<file path="src/rtl/rv32i_types.sv">
// Shared RV32I encodings used by the commit-time data-memory path.
package rv32i_types;

    typedef enum logic [2:0] {
        lb  = 3'b000,
        lh  = 3'b001,
        lw  = 3'b010,
        lbu = 3'b100,
        lhu = 3'b101
    } load_funct3_t;

    typedef enum logic {
        OP_READ  = 1'b0,
        OP_WRITE = 1'b1
    } mem_op_t;

    localparam int WORD_W  = 32;
    localparam int BYTES_W = 4;

endpackage

</file>
<file path="src/rtl/dmem_commit_port_if.sv">
// Bundles the ROB commit request side and the physical-memory side of the port.
interface dmem_commit_port_if;
    import rv32i_types::*;

    logic                data_read;
    logic                data_write;
    logic [BYTES_W-1:0]  wmask;
    logic [WORD_W-1:0]   mem_addr;
    logic [WORD_W-1:0]   mem_wdata;
    logic [2:0]          ld_funct3;
    logic [1:0]          memaddr_offset;
    logic                data_mem_resp;
    logic [WORD_W-1:0]   ld_rdata;
    logic                pmem_read;
    logic                pmem_write;
    logic [WORD_W-1:0]   pmem_address;
    logic [WORD_W-1:0]   pmem_wdata;
    logic [BYTES_W-1:0]  pmem_byte_enable;
    logic [WORD_W-1:0]   pmem_rdata;
    logic                pmem_resp;
    logic                busy;
    logic                timeout_err;

    modport slave (
        input  data_read, data_write, wmask, mem_addr, mem_wdata, ld_funct3,
               pmem_rdata, pmem_resp,
        output memaddr_offset, data_mem_resp, ld_rdata, pmem_read, pmem_write,
               pmem_address, pmem_wdata, pmem_byte_enable, busy, timeout_err
    );

    modport master (
        output data_read, data_write, wmask, mem_addr, mem_wdata, ld_funct3,
               pmem_rdata, pmem_resp,
        input  memaddr_offset, data_mem_resp, ld_rdata, pmem_read, pmem_write,
               pmem_address, pmem_wdata, pmem_byte_enable, busy, timeout_err
    );

endinterface

</file>
<file path="src/rtl/dmem_commit_port_load_align.sv">
// Extracts the addressed byte/half/word from a memory word and extends it.
module load_align
    import rv32i_types::*;
(
    input  logic [31:0] rdata,
    input  logic [1:0]  offset,
    input  logic [2:0]  funct3,
    output logic [31:0] data
);

    logic [31:0] shifted;
    logic [63:0] rot_wide;
    logic [7:0]  byte_v;
    logic [15:0] half_v;

    always_comb begin
        // A plain right shift leaves the upper byte zero for a half at offset 3.
        shifted  = rdata >> {offset, 3'b000};
        rot_wide = {rdata, rdata} >> {offset, 3'b000};
        byte_v   = shifted[7:0];
        half_v   = shifted[15:0];
        case (load_funct3_t'(funct3))
            lb:      data = {{24{byte_v[7]}}, byte_v};
            lbu:     data = {24'h0, byte_v};
            lh:      data = {{16{half_v[15]}}, half_v};
            lhu:     data = {16'h0, half_v};
            default: data = rot_wide[31:0];
        endcase
    end

endmodule

</file>
<file path="src/rtl/dmem_commit_port.sv">
// Turns a level-held ROB commit request into a single pmem transaction with lane alignment.
module dmem_commit_port
    import rv32i_types::*;
#(
    parameter int TIMEOUT_CYCLES = 1023,
    parameter int CNT_W          = 10
) (
    input  logic               clk,
    input  logic               rst_n,
    dmem_commit_port_if.slave  bus
);

    typedef enum logic [1:0] {
        IDLE = 2'b00,
        BUSY = 2'b01,
        RESP = 2'b10
    } state_t;

    localparam logic [CNT_W-1:0] CNT_MAX = CNT_W'(TIMEOUT_CYCLES);

    state_t             state_q, state_d;
    mem_op_t            op_q, op_d;
    logic [29:0]        addr_q, addr_d;
    logic [1:0]         off_q, off_d;
    logic [2:0]         f3_q, f3_d;
    logic [3:0]         be_q, be_d;
    logic [31:0]        wdata_q, wdata_d;
    logic [CNT_W-1:0]   cnt_q, cnt_d;
    logic               abandoned_q, abandoned_d;
    logic               timeout_q, timeout_d;
    logic               rd_q, rd_d;
    logic               wr_q, wr_d;
    logic               resp_q, resp_d;
    logic [31:0]        ldata_q, ldata_d;
    logic               busy_q, busy_d;

    logic [31:0]        aligned;
    logic               active_req;
    logic               abandon_now;

    load_align u_load_align (
        .rdata  (bus.pmem_rdata),
        .offset (off_q),
        .funct3 (f3_q),
        .data   (aligned)
    );

    always_comb begin
        state_d     = state_q;
        op_d        = op_q;
        addr_d      = addr_q;
        off_d       = off_q;
        f3_d        = f3_q;
        be_d        = be_q;
        wdata_d     = wdata_q;
        cnt_d       = cnt_q;
        abandoned_d = abandoned_q;
        timeout_d   = timeout_q;
        rd_d        = rd_q;
        wr_d        = wr_q;
        resp_d      = 1'b0;
        ldata_d     = 32'h0;
        active_req  = (op_q == OP_WRITE) ? bus.data_write : bus.data_read;
        abandon_now = 1'b0;

        case (state_q)
            IDLE: begin
                if (bus.data_write) begin
                    op_d    = OP_WRITE;
                    addr_d  = bus.mem_addr[31:2];
                    off_d   = bus.mem_addr[1:0];
                    be_d    = bus.wmask;
                    wdata_d = bus.mem_wdata << {bus.mem_addr[1:0], 3'b000};
                    wr_d    = 1'b1;
                    rd_d    = 1'b0;
                    state_d = BUSY;
                end else if (bus.data_read) begin
                    op_d    = OP_READ;
                    addr_d  = bus.mem_addr[31:2];
                    off_d   = bus.mem_addr[1:0];
                    f3_d    = bus.ld_funct3;
                    rd_d    = 1'b1;
                    wr_d    = 1'b0;
                    state_d = BUSY;
                end
            end
            BUSY: begin
                // A flush may land on the very cycle memory answers.
                abandon_now = abandoned_q | ~active_req;
                abandoned_d = abandon_now;
                if (bus.pmem_resp) begin
                    rd_d = 1'b0;
                    wr_d = 1'b0;
                    if (abandon_now) begin
                        state_d     = IDLE;
                        cnt_d       = '0;
                        abandoned_d = 1'b0;
                    end else begin
                        state_d = RESP;
                        resp_d  = 1'b1;
                        ldata_d = (op_q == OP_READ) ? aligned : 32'h0;
                    end
                end else if (cnt_q != CNT_MAX) begin
                    cnt_d = cnt_q + 1'b1;
                    if (cnt_d == CNT_MAX) timeout_d = 1'b1;
                end
            end
            RESP: begin
                state_d     = IDLE;
                cnt_d       = '0;
                abandoned_d = 1'b0;
            end
            default: state_d = IDLE;
        endcase

        busy_d = (state_d != IDLE);
    end

    always_ff @(posedge clk) begin
        if (!rst_n) begin
            state_q     <= IDLE;
            op_q        <= OP_READ;
            addr_q      <= '0;
            off_q       <= '0;
            f3_q        <= '0;
            be_q        <= '0;
            wdata_q     <= '0;
            cnt_q       <= '0;
            abandoned_q <= 1'b0;
            timeout_q   <= 1'b0;
            rd_q        <= 1'b0;
            wr_q        <= 1'b0;
            resp_q      <= 1'b0;
            ldata_q     <= '0;
            busy_q      <= 1'b0;
        end else begin
            state_q     <= state_d;
            op_q        <= op_d;
            addr_q      <= addr_d;
            off_q       <= off_d;
            f3_q        <= f3_d;
            be_q        <= be_d;
            wdata_q     <= wdata_d;
            cnt_q       <= cnt_d;
            abandoned_q <= abandoned_d;
            timeout_q   <= timeout_d;
            rd_q        <= rd_d;
            wr_q        <= wr_d;
            resp_q      <= resp_d;
            ldata_q     <= ldata_d;
            busy_q      <= busy_d;
        end
    end

    assign bus.memaddr_offset   = bus.mem_addr[1:0];
    assign bus.data_mem_resp    = resp_q;
    assign bus.ld_rdata         = ldata_q;
    assign bus.pmem_read        = rd_q;
    assign bus.pmem_write       = wr_q;
    assign bus.pmem_address     = {addr_q, 2'b00};
    assign bus.pmem_wdata       = wdata_q;
    assign bus.pmem_byte_enable = be_q;
    assign bus.busy             = busy_q;
    assign bus.timeout_err      = timeout_q;

endmodule

</file>
<file path="src/flat_wrapper.sv">
// flat-port wrapper written by rule: the top's interface ports become plain ports
module dmem_commit_port_flat import rv32i_types::*;
#(
    parameter int TIMEOUT_CYCLES = 1023,
    parameter int CNT_W          = 10
)
  (clk, rst_n, bus_data_read, bus_data_write, bus_wmask, bus_mem_addr, bus_mem_wdata, bus_ld_funct3, bus_pmem_rdata, bus_pmem_resp, bus_memaddr_offset, bus_data_mem_resp, bus_ld_rdata, bus_pmem_read, bus_pmem_write, bus_pmem_address, bus_pmem_wdata, bus_pmem_byte_enable, bus_busy, bus_timeout_err);
  dmem_commit_port_if bus_i ();
  input  logic clk;
  input  logic rst_n;
  input wire logic [$bits(bus_i.data_read)-1:0] bus_data_read;
  input wire logic [$bits(bus_i.data_write)-1:0] bus_data_write;
  input wire logic [$bits(bus_i.wmask)-1:0] bus_wmask;
  input wire logic [$bits(bus_i.mem_addr)-1:0] bus_mem_addr;
  input wire logic [$bits(bus_i.mem_wdata)-1:0] bus_mem_wdata;
  input wire logic [$bits(bus_i.ld_funct3)-1:0] bus_ld_funct3;
  input wire logic [$bits(bus_i.pmem_rdata)-1:0] bus_pmem_rdata;
  input wire logic [$bits(bus_i.pmem_resp)-1:0] bus_pmem_resp;
  output wire logic [$bits(bus_i.memaddr_offset)-1:0] bus_memaddr_offset;
  output wire logic [$bits(bus_i.data_mem_resp)-1:0] bus_data_mem_resp;
  output wire logic [$bits(bus_i.ld_rdata)-1:0] bus_ld_rdata;
  output wire logic [$bits(bus_i.pmem_read)-1:0] bus_pmem_read;
  output wire logic [$bits(bus_i.pmem_write)-1:0] bus_pmem_write;
  output wire logic [$bits(bus_i.pmem_address)-1:0] bus_pmem_address;
  output wire logic [$bits(bus_i.pmem_wdata)-1:0] bus_pmem_wdata;
  output wire logic [$bits(bus_i.pmem_byte_enable)-1:0] bus_pmem_byte_enable;
  output wire logic [$bits(bus_i.busy)-1:0] bus_busy;
  output wire logic [$bits(bus_i.timeout_err)-1:0] bus_timeout_err;
  assign bus_i.data_read = bus_data_read;
  assign bus_i.data_write = bus_data_write;
  assign bus_i.wmask = bus_wmask;
  assign bus_i.mem_addr = bus_mem_addr;
  assign bus_i.mem_wdata = bus_mem_wdata;
  assign bus_i.ld_funct3 = bus_ld_funct3;
  assign bus_i.pmem_rdata = bus_pmem_rdata;
  assign bus_i.pmem_resp = bus_pmem_resp;
  assign bus_memaddr_offset = bus_i.memaddr_offset;
  assign bus_data_mem_resp = bus_i.data_mem_resp;
  assign bus_ld_rdata = bus_i.ld_rdata;
  assign bus_pmem_read = bus_i.pmem_read;
  assign bus_pmem_write = bus_i.pmem_write;
  assign bus_pmem_address = bus_i.pmem_address;
  assign bus_pmem_wdata = bus_i.pmem_wdata;
  assign bus_pmem_byte_enable = bus_i.pmem_byte_enable;
  assign bus_busy = bus_i.busy;
  assign bus_timeout_err = bus_i.timeout_err;
  dmem_commit_port #(.TIMEOUT_CYCLES(TIMEOUT_CYCLES), .CNT_W(CNT_W)) u_core (.clk(clk), .rst_n(rst_n), .bus(bus_i));
endmodule
</file>
<file path="config.mk">
export PLATFORM = sky130hd
export DESIGN_NAME = dmem_commit_port_flat
export DESIGN_NICKNAME = d
export VERILOG_FILES = /design/src/rtl/rv32i_types.sv /design/src/rtl/dmem_commit_port_if.sv /design/src/rtl/dmem_commit_port_load_align.sv /design/src/rtl/dmem_commit_port.sv /design/src/flat_wrapper.sv
export SDC_FILE = /design/constraint.sdc
export NUM_CORES = 1
export LEC_CHECK = 0
export BUFFER_PORTS_ARGS = -buffer_cell sky130_fd_sc_hd__buf_2
export CAP_MARGIN = 20
export CORE_AREA = 10 10 115 117
export CTS_CLUSTER_DIAMETER = 200
export CTS_CLUSTER_SIZE = 30
export DETAILED_ROUTE_END_ITERATION = 16
export DIE_AREA = 0 0 125 127
export GPL_ROUTABILITY_DRIVEN = 0
export MAX_ROUTING_LAYER = met4
export PLACE_DENSITY = 0.93
export RECOVER_POWER = 100
export SLEW_MARGIN = 25
export SYNTH_ARGS = -nofsm -noshare
export SYNTH_HDL_FRONTEND = slang
export SYNTH_SLANG_ARGS = --single-unit
export TNS_END_PERCENT = 10
</file>
<file path="constraint.sdc">
create_clock -name clk -period 3.13 [get_ports clk]
set_clock_uncertainty 0.2 [all_clocks]
set_input_delay 0.7825 -clock clk [delete_from_list [all_inputs] [get_ports clk]]
set_output_delay 0.7825 -clock clk [all_outputs]
set_load 0.02 [all_outputs]
</file>
==> results of run 1 <==
power groups by stage:
stage	clock network, W	logic [W]	registers [W]
2_1_floorplan	0	0.000431	0.00181
3_3_place_gp	0	0.000757	0.00173
3_5_place_dp	0	0.000774	0.00173
4_1_cts	0.00181	0.000779	0.00170
5_1_grt	0.00189	0.000827	0.00171
6_report	0.00179	0.000754	0.00170
how the worst max path moves through the flow:
stage,start,end,cells after the start
6_report,u_core.state_q[1]$_SDFF_PN0_,u_core.addr_q[28]$_SDFFE_PN0P_,6
3_5_place_dp,bus_data_write,u_core.bus.ld_rdata[17]$_SDFF_PP0_,5
3_3_place_gp,bus_data_write,u_core.bus.ld_rdata[16]$_SDFF_PP0_,5
2_1_floorplan,bus_mem_addr[0],u_core.bus.pmem_wdata[0]$_SDFFE_PN0P_,5
4_1_cts,u_core.state_q[1]$_SDFF_PN0_,u_core.bus.ld_rdata[17]$_SDFF_PP0_,6
5_1_grt,u_core.state_q[1]$_SDFF_PN0_,u_core.addr_q[28]$_SDFFE_PN0P_,6
cell usage after synthesis (2+ instances only):
| master | instances | area, um^2 |
|---|---|---|
| or2_2 | 4 | 25.0 |
| o311ai_0 | 3 | 26.3 |
| and2_1 | 2 | 12.5 |
| a22oi_1 | 24 | 180 |
| xor2_1 | 2 | 17.5 |
| nand4_1 | 3 | 18.8 |
| mux2i_1 | 46 | 460 |
| o21ai_0 | 11 | 55.1 |
| buf_2 | 10 | 50.1 |
| inv_1 | 7 | 26.3 |
| o41ai_1 | 3 | 26.3 |
| clkbuf_1 | 25 | 93.8 |
| and3_1 | 2 | 12.5 |
| o31ai_1 | 4 | 30.0 |
| a31oi_1 | 3 | 18.8 |
| mux2_2 | 31 | 349 |
| nand3_1 | 4 | 20.0 |
| or4_1 | 3 | 22.5 |
| nand2b_1 | 5 | 31.3 |
| or3b_2 | 3 | 26.3 |
| a21oi_1 | 67 | 335 |
| dfxtp_1 | 122 | 2440 |
| nor3_1 | 10 | 50.1 |
| buf_1 | 14 | 52.6 |
| nand2_1 | 95 | 357 |
| ha_1 | 5 | 62.6 |
| buf_6 | 2 | 22.5 |
| a211oi_1 | 9 | 67.6 |
| nand3b_1 | 9 | 67.6 |
| o21ai_2 | 9 | 78.8 |
| a221oi_1 | 8 | 70.1 |
| o21ai_1 | 3 | 15.0 |
| nor2_1 | 59 | 221 |
| buf_4 | 6 | 45.0 |
| o211ai_1 | 17 | 128 |
| xnor2_1 | 2 | 17.5 |
| or3_1 | 3 | 18.8 |
worst reg2reg max path, cell delays in order (launching register included):
cell	delay, ps
dfxtp_1	320
inv_1	90
ha_1	380
o21a_1	180
clkbuf_1	1050
nand2_1	260
a21oi_1	190
layout make-up:
type	count	area share
sequential	122	0.341
inverter	7	0.00367
tap	143	0.0250
clock buffer	21	0.0643
timing repair buffer	226	0.142
multi-input combinational	467	0.413
clock inverter	9	0.0105
stage by stage:
stage,cell area (um^2),util,instances,hold slack [ps]
after CTS,7340,0.660,995,250
after global routing,7170,0.644,995,269
after global placement,6810,0.612,965,233
after detailed placement,6810,0.612,965,241
after floorplan,5730,-,654,265
final,7170,0.644,995,249
logic make-up (layout without fill, tap and decap cells):
| kind of cell | Yosys count | count (layout) | synth area share |
|---|---|---|---|
| simple gates | 209 | 209 | 0.165 |
| fa+ha+maj | 5 | 5 | 0.0109 |
| flops | 122 | 122 | 0.427 |
| compound gates | 169 | 169 | 0.195 |
| xor+xnor | 4 | 4 | 0.00612 |
| mux | 78 | 78 | 0.144 |
| buf+inv | 65 | 263 | 0.0516 |
| other cells | 1 | 2 | 0.000655 |
registers in the layout, indices dropped and copies added, names as in the netlist, 2 cells and up:
register	count
u_core.addr_q	30
u_core.bus.pmem_byte_enable	4
u_core.f3_q	3
u_core.state_q	2
u_core.cnt_q	10
u_core.bus.ld_rdata	32
u_core.off_q	2
u_core.bus.pmem_wdata	32
routing by layer:
layer,vias to the layer above,part of all wire,GRT usage
li1,2697,-,-
met1,2611,0.40,0.247
met2,276,0.48,0.345
met3,46,0.085,0.0798
met4,0,0.033,0.106
met5,-,0,-
==> flow_metrics.tcl, run 1 <==
set metrics [dict create \
    outcome "finished clean" \
    hold_end "u_core.bus.pmem_read$_SDFFE_PN0P_" \
    hold_depth 2 \
    slew_violations 0 \
    worst-setup-path-type "flop to flop" \
    grt_setup_unrepaired "false" \
    final_cell_mix "dfxtp_1 (120), clkbuf_1 (110), buf_2 (107), nand2_1 (95), a21oi_1 (67)" \
    ys_ff_latch 122 \
    worst_pin_slew_ps 1470 \
    reg2regPathDepth 6 \
    cts_tree "yes" \
    numCtsBuffers 17 \
    clk_pin_slew_ps 50 \
    max_slew_margin 0.0223 \
    core_mm2 0.0111 \
    min_path_type "flop to flop" \
    ys_types 55 \
    hold_viol 0 \
    crit_path_start_kind "flop" \
    fillCellCount 958 \
    hpwl_mm 13.2 \
    fmax_mhz 367 \
    antenna_found_initial 0 \
    p_seq_frac 0.400 \
    finalCritPeriodShare 0.871 \
    die_width_um 125 \
    final_net_count 954 \
    ctsHoldBuffers 0 \
    syn2layout_area_growth_pct 25.2 \
    switching_share 0.286 \
    finalPower_w 0.00425 \
    powerDensity_mw_per_mm2 593 \
    grt_pass1_vias 5630 \
    synth_edf_count 0 \
    pre_cts_ws_ps 453 \
    io_pins 215 \
    initial_core_util 0.514 \
    route.detailed.drc 0 \
    cp_num_buf_inv 2 \
    cp.arrival_ps 2870 \
    numClockSinks 122 \
    rrSetupSlack_ps 400 \
    final_common_cell "dfxtp_1" \
    wl_per_cell_um 17.9 \
    grt_overflow 0 \
    cp_max_fo 32 \
    port_buffers 212 \
    die-area_mm2 0.0159 \
    die_h_um 127 \
    post-cts-setup-buffer-count 0 \
    endpoint_kind "flop" \
    cts_resized 0 \
    num_vias 5630 \
    path_delay_family "buffers and inverters" \
    drtAntennaViolNets 0 \
    htreeDepth 4 \
    synth.cell_area_mm2 0.00572 \
    grt_pass1_wl_mm 28.2 \
    setup_viol 0 \
    internal_power_w 0.00303 \
    synth_seq_area_share 0.427 \
    period_needed_ps 2730 \
    p_clk_frac 0.422 \
    row_count 39 \
    grt_start_max_net_pins 54 \
    hp-start "u_core.bus.pmem_read$_SDFFE_PN0P_" \
    async_flop_share 0 \
    seq_area_mm2 0.00244 \
    avgSynthCellArea_um2 8.76 \
    finalSetupTns_ps 0 \
    avgViaCountPerCell 5.66 \
    yosysWarnings 0 \
    synth_cells 653 \
    clkLatencyLatePin_ps 410 \
    root_buffer "clkbuf_16" \
    r2r_end "u_core.addr_q[28]$_SDFFE_PN0P_" \
    worst_slack_ps 404 \
    ir_drop_uv 429 \
    multi_input_area_mm2 0.00296 \
    cp.required_ps 3270 \
    cp_slowest_stage_delay_ps 1050 \
    gr-usage-all-layers 0.220 \
    n_antenna_cell 0 \
    cp_cell_sequence "inv_1, ha_1, o21a_1, clkbuf_1, nand2_1, a21oi_1" \
    final_layout_size_suffix_gt1_frac 0.228 \
    cts_buffer_depth 2 \
    r2r_start "u_core.state_q[1]$_SDFF_PN0_" \
    max_cap_violations 0 \
    first_iter_violations 408 \
    critPathSlowestCell "clkbuf_1" \
    p_comb_frac 0.177 \
    synth-main-ff-cell "dfxtp_1" \
    switchingPower_w 0.00122 \
    detail_route.first_pass.iterations 6 \
    wirelength_mm 17.8 \
    p_leak_nw 2.85 \
]
Power figures use the tool's default switching activity.
==> run 2: changes to the inputs <==
Settings changed: ABC_AREA from default to 1, CORE_AREA 10 10 115 117 to 10 10 116 118, DIE_AREA 0 0 125 127 to 0 0 126 128, PLACE_DENSITY 0.93 to 0.94.
==> run 2 against run 1 <==
  * Synthesized area grew 3.9%
  * Non-clock buffer count decreased by 2
  * Wire length rose by 5.7%
  * Utilization grew 1.8 points
  * Worst hold slack improved by 14 ps
  * Global-route usage is 1.0 points higher
  * Final area increased by 3.6%
  * Critical path type unchanged
  * Critical endpoint is now u_core.bus.pmem_wdata[17]$_SDFFE_PN0P_
==> flow_metrics.tcl, run 2 <==
set metrics [dict create \
    synthTopCellsByArea "dfxtp_1 (41%), nand2_1 (17%), a21oi_1 (7.4%)" \
    synth_top_area_share 0.411 \
    ctsHoldBuffers 0 \
    dp.cells 1202 \
    detail_route.first_pass.iterations 5 \
    finalCritPeriodShare 0.852 \
    r2r_start "u_core.state_q[0]$_SDFF_PN0_" \
    first_iter_violations 616 \
    hold_depth 2 \
    crit_path_start_kind "flop" \
    yosysWarnings 0 \
    slew_violations 0 \
    core_mm2 0.0112 \
    synth-main-ff-cell "dfxtp_1" \
    gr-usage-all-layers 0.231 \
    postLayoutCoreUtil 0.662 \
    period_needed_ps 2670 \
    cts_resized 0 \
    cp.arrival_ps 2830 \
    yosysMostFrequentCell "nand2_1" \
    grt_start_max_net_pins 38 \
    clk_pin_slew_ps 60 \
    syn2layout_area_growth_pct 24.9 \
    grt_pass1_vias 6487 \
    setup_viol 0 \
    finalSetupTns_ps 0 \
    die_h_um 128 \
    avgViaCountPerCell 5.31 \
    outcome "finished clean" \
    final_common_cell "nand2_1" \
    numClockSinks 122 \
    min_path_type "flop to flop" \
    path_common_cell "nand2_1" \
    ir_drop_uv 471 \
    max_cap_violations 0 \
    clkLatencyLatePin_ps 420 \
    antenna_found_initial 1 \
    worst_pin_slew_ps 813 \
    worst_slack_ps 463 \
    r2r_end "u_core.bus.pmem_wdata[17]$_SDFFE_PN0P_" \
    critPathSlowestCell "clkbuf_2" \
    synth_cells 889 \
    hpwl_mm 13.6 \
    final_layout_size_suffix_gt1_frac 0.150 \
    initial_core_util 0.530 \
    cp_num_buf_inv 4 \
    dpl_cell_area_mm2 0.00700 \
    cp.required_ps 3300 \
    row_count 39 \
    num_vias 6555 \
    instances_no_fill 1235 \
    post-cts-setup-buffer-count 0 \
    rrSetupSlack_ps 460 \
    path_delay_family "buffers and inverters" \
    numCtsBuffers 17 \
    p_leak_nw 3.48 \
    cts_buffer_depth 2 \
    synth_seq_area_share 0.411 \
    htreeDepth 4 \
    powerDensity_mw_per_mm2 611 \
    reg2regPathDepth 9 \
    wl_per_cell_um 15.2 \
    die_width_um 126 \
    synth.cell_area_mm2 0.00595 \
    hold_viol 0 \
    die-area_mm2 0.0161 \
    cp_slowest_stage_delay_ps 490 \
    grt_overflow 0 \
    worst-setup-path-type "flop to flop" \
    yosysTopAreaCell "dfxtp_1" \
    final_cell_mix "nand2_1 (264), dfxtp_1 (122), buf_2 (106), clkbuf_1 (106), a21oi_1 (89)" \
    hp-start "u_core.bus.pmem_read$_SDFFE_PN0P_" \
    wirelength_mm 18.8 \
    synth_edf_count 0 \
    grt_pass1_wl_mm 30.3 \
    cts_tree "yes" \
    root_buffer "clkbuf_16" \
    ys_ff_latch 122 \
    io_pins 215 \
    route.detailed.drc 0 \
    endpoint_kind "flop" \
    hold_end "u_core.bus.pmem_read$_SDFFE_PN0P_" \
    cp_cell_sequence "inv_1, ha_1, nand2_1, buf_4, clkbuf_2, nand2_1, o211ai_1, nand2_1, inv_1" \
    avgSynthCellArea_um2 6.69 \
    yosys-top-cells-count "nand2_1 (262), dfxtp_1 (122), a21oi_1 (88)" \
    async_flop_share 0 \
    fmax_mhz 375 \
    grt_setup_unrepaired "false" \
    final_net_count 1191 \
    port_buffers 212 \
    drtAntennaViolNets 0 \
    max_slew_margin 0.457 \
    pre_cts_ws_ps 496 \
    final_area_mm2 0.00743 \
    ys_types 34 \
    cp_max_fo 28 \
]
==> run 2: metal layers <==
layer | part of all wire | wire length [um] | track usage | up-vias
li1 | - | - | - | 3213
met1 | 0.40 | 7510 | 0.260 | 2936
met2 | 0.48 | 9040 | 0.379 | 358
met3 | 0.091 | 1720 | 0.0633 | 48
met4 | 0.029 | 540 | 0.100 | 0
met5 | 0 | 0 | - | -
==> run 2: where the power goes <==
group | internal, W | switching (W)
combinational | 0.000269 | 0.000578
clock | 0.00122 | 0.000737
sequential | 0.00166 | 0.0000803
total | 0.00314 | 0.00139
==> run 2: logic make-up after synthesis <==
| group | after synthesis | synth area share |
|---|---|---|
| compound gates | 201 | 0.179 |
| flops | 122 | 0.411 |
| fa+ha+maj | 5 | 0.0105 |
| buf+inv | 145 | 0.104 |
| simple gates | 407 | 0.281 |
| mux | 8 | 0.0135 |
| other cells | 1 | 0.000631 |
==> run 2: how the worst max path moves through the flow <==
stage	startpoint	end	slack, ps	cells past startpoint
final	u_core.state_q[0]$_SDFF_PN0_	u_core.bus.pmem_wdata[17]$_SDFFE_PN0P_	460	9
after global routing	u_core.state_q[0]$_SDFF_PN0_	u_core.bus.pmem_wdata[0]$_SDFFE_PN0P_	240	8
after CTS	u_core.state_q[0]$_SDFF_PN0_	u_core.bus.pmem_wdata[12]$_SDFFE_PN0P_	690	8
after detailed placement	bus_data_write	u_core.bus.pmem_wdata[0]$_SDFFE_PN0P_	500	7
after global placement	bus_data_write	u_core.bus.pmem_wdata[0]$_SDFFE_PN0P_	500	7
after floorplan	rst_n	u_core.bus.ld_rdata[25]$_SDFF_PP0_	1130	6
==> run 2: final cells by class <==
type | count | area [um^2]
Clock inverter | 13 | 143
Sequential cell | 122 | 2440
Antenna cell | 1 | 2.50
Inverter | 90 | 338
Clock buffer | 19 | 453
Timing Repair Buffer | 224 | 1010
Tap cell | 143 | 179
Multi-Input combinational cell | 623 | 2860
Fill cell | 992 | 3800
==> run 2: metrics by stage <==
| step | hold slack [ps] | total power, W |
|---|---|---|
| after global routing | 295 | 0.00474 |
| after detailed placement | 250 | 0.00263 |
| after global placement | 248 | 0.00261 |
| final | 263 | 0.00454 |
| after CTS | 258 | 0.00458 |
| after floorplan | 274 | 0.00237 |
==> run 2: worst register-to-register path, stage by stage, from the launching register on <==
cell	delay, ps
dfxtp_1	330
inv_1	70
ha_1	250
nand2_1	470
buf_4	400
clkbuf_2	500
nand2_1	140
o211ai_1	120
nand2_1	70
inv_1	70
